--- src/rtl/pin_entry_collector_if.sv ---
`default_nettype none
// +----------------------------------------------------------------------+
// | Module   : pin_entry_collector_if                                    |
// | Purpose  : Keypad-side inputs and PIN-side outputs of the collector. |
// | Revision : 1.0                                                       |
// +----------------------------------------------------------------------+
interface pin_entry_collector_if;
    logic       enable;
    logic       key_valid;
    logic [3:0] key_code;
    logic       try_psswrd;
    logic [7:0] psswrd_atmpt;
    logic [1:0] digit_count;
    logic       entry_err;

    modport master (
        output enable, key_valid, key_code,
        input  try_psswrd, psswrd_atmpt, digit_count, entry_err
    );

    modport slave (
        input  enable, key_valid, key_code,
        output try_psswrd, psswrd_atmpt, digit_count, entry_err
    );
endinterface
`default_nettype wire

--- src/rtl/pin_entry_collector.sv ---
`default_nettype none
// +----------------------------------------------------------------------+
// | Module   : pin_entry_collector                                       |
// | Purpose  : Collects a two-digit keypad PIN and submits it as binary. |
// |            Optional idle timeout enabled by macro PIN_TIMEOUT_EN.    |
// | Revision : 1.0                                                       |
// +----------------------------------------------------------------------+
module pin_entry_collector #(
    parameter int TIMEOUT_CYCLES = 1000,
    parameter int TMO_W          = 10
) (
    input  logic                  clk,
    input  logic                  rst,
    pin_entry_collector_if.slave  bus
);

    typedef enum logic [1:0] {
        ST_IDLE = 2'd0,
        ST_ONE  = 2'd1,
        ST_TWO  = 2'd2
    } state_t;

    state_t      r_state;
    logic        r_key_q;
    logic [6:0]  r_acc;
    logic        r_try;
    logic        r_err;
    logic [7:0]  r_atmpt;

    logic        w_event;
    logic        w_timeout;
    logic [6:0]  w_acc_next;

    // Counter width must cover the timeout span.
    if ((64'd1 << TMO_W) < 64'(TIMEOUT_CYCLES)) begin : g_tmo_w_check
        $error("TMO_W too small for TIMEOUT_CYCLES");
    end

    assign w_event    = bus.key_valid & ~r_key_q;
    assign w_acc_next = (r_acc * 7'd10) + {3'b000, bus.key_code};

`ifdef PIN_TIMEOUT_EN
    localparam logic [TMO_W-1:0] c_tmo_last = TMO_W'(TIMEOUT_CYCLES - 1);
    logic [TMO_W-1:0] r_tmo_cnt;

    assign w_timeout = (r_state != ST_IDLE) && (r_tmo_cnt == c_tmo_last) && !w_event;

    always_ff @(posedge clk) begin
        if (rst) begin
            r_tmo_cnt <= '0;
        end else if (!bus.enable || w_event || r_state == ST_IDLE || w_timeout) begin
            r_tmo_cnt <= '0;
        end else begin
            r_tmo_cnt <= r_tmo_cnt + 1'b1;
        end
    end
`else
    assign w_timeout = 1'b0;
`endif

    always_ff @(posedge clk) begin
        if (rst) begin
            r_state <= ST_IDLE;
            r_acc   <= '0;
            // Loaded high so a key held through reset must be released first.
            r_key_q <= 1'b1;
            r_try   <= 1'b0;
            r_err   <= 1'b0;
            r_atmpt <= '0;
        end else begin
            r_key_q <= bus.key_valid;
            r_try   <= 1'b0;
            r_err   <= 1'b0;
            if (!bus.enable) begin
                r_state <= ST_IDLE;
                r_acc   <= '0;
            end else if (w_event) begin
                case (bus.key_code)
                    4'h0, 4'h1, 4'h2, 4'h3, 4'h4,
                    4'h5, 4'h6, 4'h7, 4'h8, 4'h9: begin
                        if (r_state == ST_IDLE) begin
                            r_acc   <= {3'b000, bus.key_code};
                            r_state <= ST_ONE;
                        end else if (r_state == ST_ONE) begin
                            r_acc   <= w_acc_next;
                            r_state <= ST_TWO;
                        end
                    end
                    4'hA: begin
                        r_acc   <= '0;
                        r_state <= ST_IDLE;
                    end
                    4'hB: begin
                        if (r_state == ST_TWO) begin
                            r_atmpt <= {1'b0, r_acc};
                            r_try   <= 1'b1;
                        end else begin
                            r_err   <= 1'b1;
                        end
                        r_acc   <= '0;
                        r_state <= ST_IDLE;
                    end
                    default: ;
                endcase
            end else if (w_timeout) begin
                r_acc   <= '0;
                r_state <= ST_IDLE;
                r_err   <= 1'b1;
            end
        end
    end

    assign bus.try_psswrd   = r_try;
    assign bus.entry_err    = r_err;
    assign bus.psswrd_atmpt = r_atmpt;
    assign bus.digit_count  = r_state;

endmodule
`default_nettype wire
--- src/flat_wrapper.sv ---
// flat-port wrapper written by rule: the top's interface ports become plain ports
module pin_entry_collector_flat 
#(
    parameter int TIMEOUT_CYCLES = 1000,
    parameter int TMO_W          = 10
)
  (clk, rst, bus_enable, bus_key_valid, bus_key_code, bus_try_psswrd, bus_psswrd_atmpt, bus_digit_count, bus_entry_err);
  pin_entry_collector_if bus_i ();
  input  logic clk;
  input  logic rst;
  input wire logic [$bits(bus_i.enable)-1:0] bus_enable;
  input wire logic [$bits(bus_i.key_valid)-1:0] bus_key_valid;
  input wire logic [$bits(bus_i.key_code)-1:0] bus_key_code;
  output wire logic [$bits(bus_i.try_psswrd)-1:0] bus_try_psswrd;
  output wire logic [$bits(bus_i.psswrd_atmpt)-1:0] bus_psswrd_atmpt;
  output wire logic [$bits(bus_i.digit_count)-1:0] bus_digit_count;
  output wire logic [$bits(bus_i.entry_err)-1:0] bus_entry_err;
  assign bus_i.enable = bus_enable;
  assign bus_i.key_valid = bus_key_valid;
  assign bus_i.key_code = bus_key_code;
  assign bus_try_psswrd = bus_i.try_psswrd;
  assign bus_psswrd_atmpt = bus_i.psswrd_atmpt;
  assign bus_digit_count = bus_i.digit_count;
  assign bus_entry_err = bus_i.entry_err;
  pin_entry_collector #(.TIMEOUT_CYCLES(TIMEOUT_CYCLES), .TMO_W(TMO_W)) u_core (.clk(clk), .rst(rst), .bus(bus_i));
endmodule
--- config.mk ---
export PLATFORM = sky130hd
export DESIGN_NAME = pin_entry_collector_flat
export DESIGN_NICKNAME = d
export VERILOG_FILES = /design/src/rtl/pin_entry_collector_if.sv /design/src/rtl/pin_entry_collector.sv /design/src/flat_wrapper.sv
export SDC_FILE = /design/constraint.sdc
export NUM_CORES = 1
export LEC_CHECK = 0
export CAP_MARGIN = 25
export CELL_PAD_IN_SITES_DETAIL_PLACEMENT = 0
export CELL_PAD_IN_SITES_GLOBAL_PLACEMENT = 1
export CORE_MARGIN = 8
export CORE_UTILIZATION = 40
export CTS_BUF_LIST = sky130_fd_sc_hd__clkbuf_2
export CTS_CLUSTER_SIZE = 20
export DETAILED_ROUTE_END_ITERATION = 8
export PLACE_DENSITY_LB_ADDON = 0.1
export SETUP_SLACK_MARGIN = 0.02
export SYNTH_ARGS = -nofsm -noshare
export SYNTH_HDL_FRONTEND = slang
export SYNTH_SLANG_ARGS = --single-unit
--- constraint.sdc ---
create_clock -name clk -period 2.3 [get_ports clk]
set_input_delay 0.23 -clock clk [delete_from_list [all_inputs] [get_ports clk]]
set_output_delay 0.23 -clock clk [all_outputs]
set_load 0.01 [all_outputs]
==> results.sh <==
export IMPL_outcome="complete, no violations"
export IMPL_p_comb_frac=0.100
export IMPL_io_pins=20
export IMPL_cts_hold_buffers=0
export IMPL_core_area_mm2=0.002432
export IMPL_synth_enable_flop_cells=0
export IMPL_power_leakage_nw=0.4656
export IMPL_grt_pass1_vias=802
export IMPL_drc=0
export IMPL_synth_flop_cell="dfxtp_1"
export IMPL_synth_sequential_area_ratio=0.3748
export IMPL_die_h_um=66.37
export IMPL_finalHoldViolCount=0
export IMPL_power_internal_mw=0.3980
export IMPL_post_cts_resized=0
export IMPL_synth_cell_types=36
export IMPL_fin_tns_setup_ps=0
export IMPL_crit_cells=7
export IMPL_drv_slew=0
export IMPL_timing_hold_ws_ps=496.3
export IMPL_arrival_ps=2270
export IMPL_crit_top_cell="ha_1"
export IMPL_ir_drop_uv=289.4
export IMPL_maxCapViolations=0
export IMPL_min_path_cells=2
export IMPL_cp_max_fo=4
export IMPL_setup_worst_path_start_class="register"
export IMPL_p_sw_mw=0.1386
export IMPL_grt_pass1_wl_um=3746
export IMPL_n_antenna_cell=0
export IMPL_seqPwrFrac=0.622
export IMPL_vias=804
export IMPL_die_x_um=66.37
export IMPL_synth_warnings=0
export IMPL_powerDensity_mw_per_mm2=423.8
export IMPL_numCtsBuffers=3
export IMPL_clock_power_share=0.277
export IMPL_cts_tree="built"
export IMPL_grt_max_degree=12
export IMPL_netlist_area_mm2=0.001015
export IMPL_reg2reg_from="u_core.r_acc[3]"
export IMPL_cpLargestDelayFamily="adder cells"
export IMPL_crit_start="u_core.r_acc[3]"
export IMPL_setup_viol=0
export IMPL_start_util=0.4172
export IMPL_async_flop_share=0
export IMPL_cts_setup_buffers=0
export IMPL_crit_chain="ha_1 -> ha_1 -> inv_1 -> fa_1 -> nor3b_1 -> xnor2_1 -> o32ai_1"
export IMPL_antenna_found_initial=0
export IMPL_skew_ps=26.69
export IMPL_nets=151
export IMPL_worstReg2RegEnd="u_core.r_acc[6]"
export IMPL_ff2ff_path_depth=7
export IMPL_via_per_inst=4.933
export IMPL_fin_area_mm2=0.001266
export IMPL_final_common_cell="dfxtp_1"
export IMPL_swShare=0.2583
export IMPL_clock_sinks=19
export IMPL_path_clk_slew_ps=210
export IMPL_ant_nets=0
export IMPL_dieArea_mm2=0.004404
export IMPL_critPathCapture="u_core.r_acc[6]"
export IMPL_clockRootBuffer="clkbuf_2"
export IMPL_post_dp_hpwl_um=1687
export IMPL_netlist_instances=110
export IMPL_cts_path_max_buffers=2
export IMPL_crit_slowest_cell="fa_1"
export IMPL_critPathBufInv=1
export IMPL_syn_nets=127
export IMPL_max_stage_delay_ps=450
export IMPL_cp_end_kind="register"
export IMPL_post_drt_wl_per_cell_um=13.20
export IMPL_max_freq_mhz=491.0
export IMPL_worstPathRequired_ps=2540
export IMPL_rows=18
export IMPL_avgSynthCellArea_um2=9.225
export IMPL_initialDrtViolationCount=16
export IMPL_fin_crit_sh=0.8854
export IMPL_overflow=0
export IMPL_area_growth_pct=24.78
export IMPL_fin_crit_ps=2036
export IMPL_drive_gt1_frac=0.1128
export IMPL_drt_total_wl_um=2152
export IMPL_r2r_slack_ps=260
export IMPL_min_path_type="reg -> reg"
export IMPL_insertion_delay_ps=320
export IMPL_synth_seq_cells=19
export IMPL_critPathKind="reg -> reg"
export IMPL_dpl_cell_area_mm2=0.001246
export IMPL_grt_usage=0.1118
export IMPL_gp_congestion=0.7842
export IMPL_final_cell_mix="dfxtp_1 (19), clkdlybuf4s50_1 (18), nor2_1 (13), a21oi_1 (8), mux2i_1 (8)"
export IMPL_port_buffers=18
export IMPL_rsz0062_at_grt="no"
export IMPL_dr_pass1_iters=4
export IMPL_cts_max_level=1
==> worst min-delay path: stages (launching register included) <==
cell and delay, ps:
dfxtp_1 360, inv_1 50, o32ai_1 80
==> cell families after synthesis <==
family / share of synthesized area
xor+xnor: 0.05179
fa+ha+maj: 0.1258
compound gates: 0.1085
buf+inv: 0.05671
other cells: 0.003696
simple gates: 0.1998
mux: 0.07892
flops: 0.3748
==> power by group through the flow <==
stage               clock [mW]  sequential, mW  combinational (mW)
global route             0.174           0.335              0.0599
global placement             0           0.341              0.0532
finish                   0.149           0.334              0.0539
CTS                      0.157           0.334              0.0539
floorplan                    0           0.340              0.0281
detailed placement           0           0.341              0.0535
==> per-stage QoR <==
step	power (mW)	utilization	setup WS (ps)	instances
6_report	0.5366	0.5206	263.5	163
5_1_grt	0.5689	0.5206	109.4	163
4_1_cts	0.5446	0.5206	256.4	163
3_5_place_dp	0.3941	0.5123	107.7	159
3_3_place_gp	0.3938	0.5123	151.1	159
2_1_floorplan	0.3683	-	425.6	110
==> cells in the mapped netlist, types with 3 or more instances <==
cell type,count,share of area
a21oi_1,8,0.039
ha_1,7,0.086
mux2i_1,8,0.079
nand2b_1,3,0.018
nor2b_1,4,0.025
nand2_1,5,0.018
inv_1,7,0.026
nor2_1,13,0.048
dfxtp_1,19,0.37
xnor2_1,4,0.035
nor3_1,4,0.020
==> sequential cells by signal (all words and copies together), names as in the netlist <==
signal and cells:
u_core.bus.digit_count 2, u_core.bus.psswrd_atmpt 7, u_core.bus.try_psswrd 1, u_core.bus.entry_err 1
u_core.r_acc 7, u_core.r_key_q 1
==> how the worst min path moves through the flow <==
| stage | endpoint | slack [ps] | startpoint |
|---|---|---|---|
| 6_report | u_core.r_acc[6] | 500 | u_core.r_acc[6] |
| 3_3_place_gp | u_core.bus.psswrd_atmpt[5] | 470 | u_core.bus.psswrd_atmpt[5] |
| 5_1_grt | u_core.r_key_q | 490 | bus_key_valid |
| 4_1_cts | u_core.r_key_q | 490 | bus_key_valid |
| 3_5_place_dp | u_core.r_acc[6] | 480 | u_core.r_acc[6] |
| 2_1_floorplan | u_core.r_key_q | 330 | bus_key_valid |
==> layer usage <==
metal  GRT usage  part of all wire  vias to the layer above  routed length (µm)
li1            -                 -                      426                   -
met1      0.1288              0.46                      361                 990
met2      0.1737              0.47                       15                1019
met3     0.04576             0.059                        2                 126
met4     0.05600            0.0070                        0                  15
met5           0                 0                        -                   0
==> cell type report <==
cell class,count,area (µm²)
timing repair buffer,24,225.2
sequential,19,380.4
tap,30,37.54
fill,243,1166
clock buffer,3,15.01
multi-input combinational,79,576.8
inverter,7,26.28
clock inverter,1,5.005
Power figures use the tool's default switching activity.
==> RTL edit, RTL diff (same settings) <==
Add a define of `PIN_TIMEOUT_EN`.
--- a/src/rtl/pin_entry_collector.sv
+++ b/src/rtl/pin_entry_collector.sv
@@ -5,6 +5,8 @@
 // |            Optional idle timeout enabled by macro PIN_TIMEOUT_EN.    |
 // | Revision : 1.0                                                       |
 // +----------------------------------------------------------------------+
+`define PIN_TIMEOUT_EN
+
 module pin_entry_collector #(
     parameter int TIMEOUT_CYCLES = 1000,
     parameter int TMO_W          = 10
Check against the original RTL: no difference found for any inputs over 10 cycles, from zero or initial values and one cycle with rst high; that may be too few to reach the edited logic, so the function may still have changed.
==> RTL edit against the unedited design <==
First-iteration DRC count up 69%. Total power increased by 70%. Worst hold slack lost 33 ps. Sequential cell count is 10 higher. Largest power group unchanged. Setup slack improved by 1.8 ps. Clock skew is 10 ps lower. Synthesized cell count up 44%. Synthesized area is 45% higher. Critical path depth stayed put. Clock power up 140%. Routed wire length is 43% higher. Final area up 41%.
==> RTL edit: results (changes against the unedited design) <==
Maximum fanout along the worst path: 4 (unchanged)
WHS Endpoint: u_core.r_tmo_cnt[0]$_SDFF_PP0_
GP Congestion: 0.835 (+6.5%)
Drt total wl: 3080 um (+43%)
Ys flop type: dfxtp_1
Largest register FFs: 10
Diode count: 0 (unchanged)
Worst r2r path cells: 7 (unchanged)
Total Routing Usage GR: 10.8% (-0.35 points)
Unique masters post-synth: 42 (+17%)
Inserted Clock Buffers: 5 (+2)
Setup Fix Bufs, Post-CTS: 0 (unchanged)
Vias in the first global route: 1100 (+37%)
Largest net degree at the start of global routing: 11 (-1)
Reg2reg end: u_core.r_acc[6]$_SDFFE_PP0P_
Hold path depth: 1 (-1)
Port buffer count: 18 (unchanged)
Seq/Total Area, Yosys: 39.4% (+1.9 points)
Sw Pwr: 0.000200 W (+44%)
Layout Nets: 201 (+33%)
CTS sink cnt: 29 (+10)
H-tree depth: 2 (+1)
Layout cells sized above 1: 10.9% (-0.41 points)
Synth area leaders: dfxtp_1, ha_1, nor2_1
Leakage: 0.640 nW (+37%)
CTS Buffer Depth: 2 (unchanged)
Dpl hpwl: 2390 um (+41%)
Clock root cell: clkbuf_2
Iter 0 DRT Violations: 27 (+11)
Async SR Flop Fraction: 0% (unchanged)
Post-synth top cells: dfxtp_1, nor2_1, a21oi_1, inv_1, xnor2_1
Status: finished clean
Dpl cells: 224 (+41%)
Vias: 1172 (+46%)
Clock Pin Slew Worst Setup and Hold Paths: 150 ps (-60 ps)
First-pass GRT wire length: 5200 um (+39%)
HP Start: u_core.r_tmo_cnt[0]$_SDFF_PP0_
Via-to-Cell Ratio: 5.05 (+2.4%)
Syn Area/Cell: 9.32 sq um (+1.0%)
Most flop-heavy register: u_core.r_tmo_cnt
Fill cell count: 346 (+42%)
Clock latency at the later pin of the worst-skew pair: 350 ps (+30 ps)
Slowest-stage cell, CP: dfxtp_1
Syn Nets: 176 (+39%)
Clock Skew: 16.3 ps (-10.4 ps)
VDD IR-drop max: 0.276 mV (-4.8%)
-- RTL edit: power groups by stage --
stage / combinational [W] / sequential (W) / clock (W)
6_report: 0.0000496 / 0.000504 / 0.000359
5_1_grt: 0.0000546 / 0.000505 / 0.000397
4_1_cts: 0.0000501 / 0.000504 / 0.000375
3_5_place_dp: 0.0000496 / 0.000515 / 0
3_3_place_gp: 0.0000496 / 0.000515 / 0
2_1_floorplan: 0.0000252 / 0.000515 / 0
-- RTL edit: per-stage QoR --
step	power, W	worst slack (ps)	hold slack [ps]	util [%]	area [sq um]
floorplan	0.000540	449	337	-	1470
global placement	0.000565	260	426	47.8	1720
detailed placement	0.000565	201	440	47.8	1720
CTS	0.000929	271	461	49.6	1790
global route	0.000957	123	478	49.6	1790
finish	0.000913	265	463	49.6	1790
-- RTL edit: cell families (layout without fill, tap and decap cells) --
| logic type | count (synthesis) | in the layout | synth area share [%] |
|---|---|---|---|
| AOI/OAI and AO/OA | 23 | 23 | 10.6 |
| xor gates and xnor gates | 13 | 13 | 7.73 |
| adders and majority gates | 10 | 10 | 9.52 |
| buffers and inverters | 14 | 40 | 4.08 |
| DFF | 29 | 29 | 39.4 |
| muxes | 8 | 8 | 5.44 |
| other | 1 | 1 | 0.255 |
| and+or+nand+nor | 60 | 60 | 22.9 |
-- RTL edit: final cells by class --
class	instances	area, sq um	area share (%)
inverters	9	33.8	1.89
flip-flops and latches	29	581	32.5
multi-input cells	115	832	46.5
well taps	48	60.1	3.36
repair buffers	23	218	12.2
clock buffers	6	30.0	1.68
clock inverters	2	33.8	1.89
-- RTL edit: metal layers --
metal | GRT usage (%) | routed length, um | vias up
li1 | - | - | 594
met1 | 13.4 | 1510 | 551
met2 | 15.8 | 1350 | 23
met3 | 5.01 | 175 | 4
met4 | 4.23 | 42 | 0
met5 | 0 | 0 | -
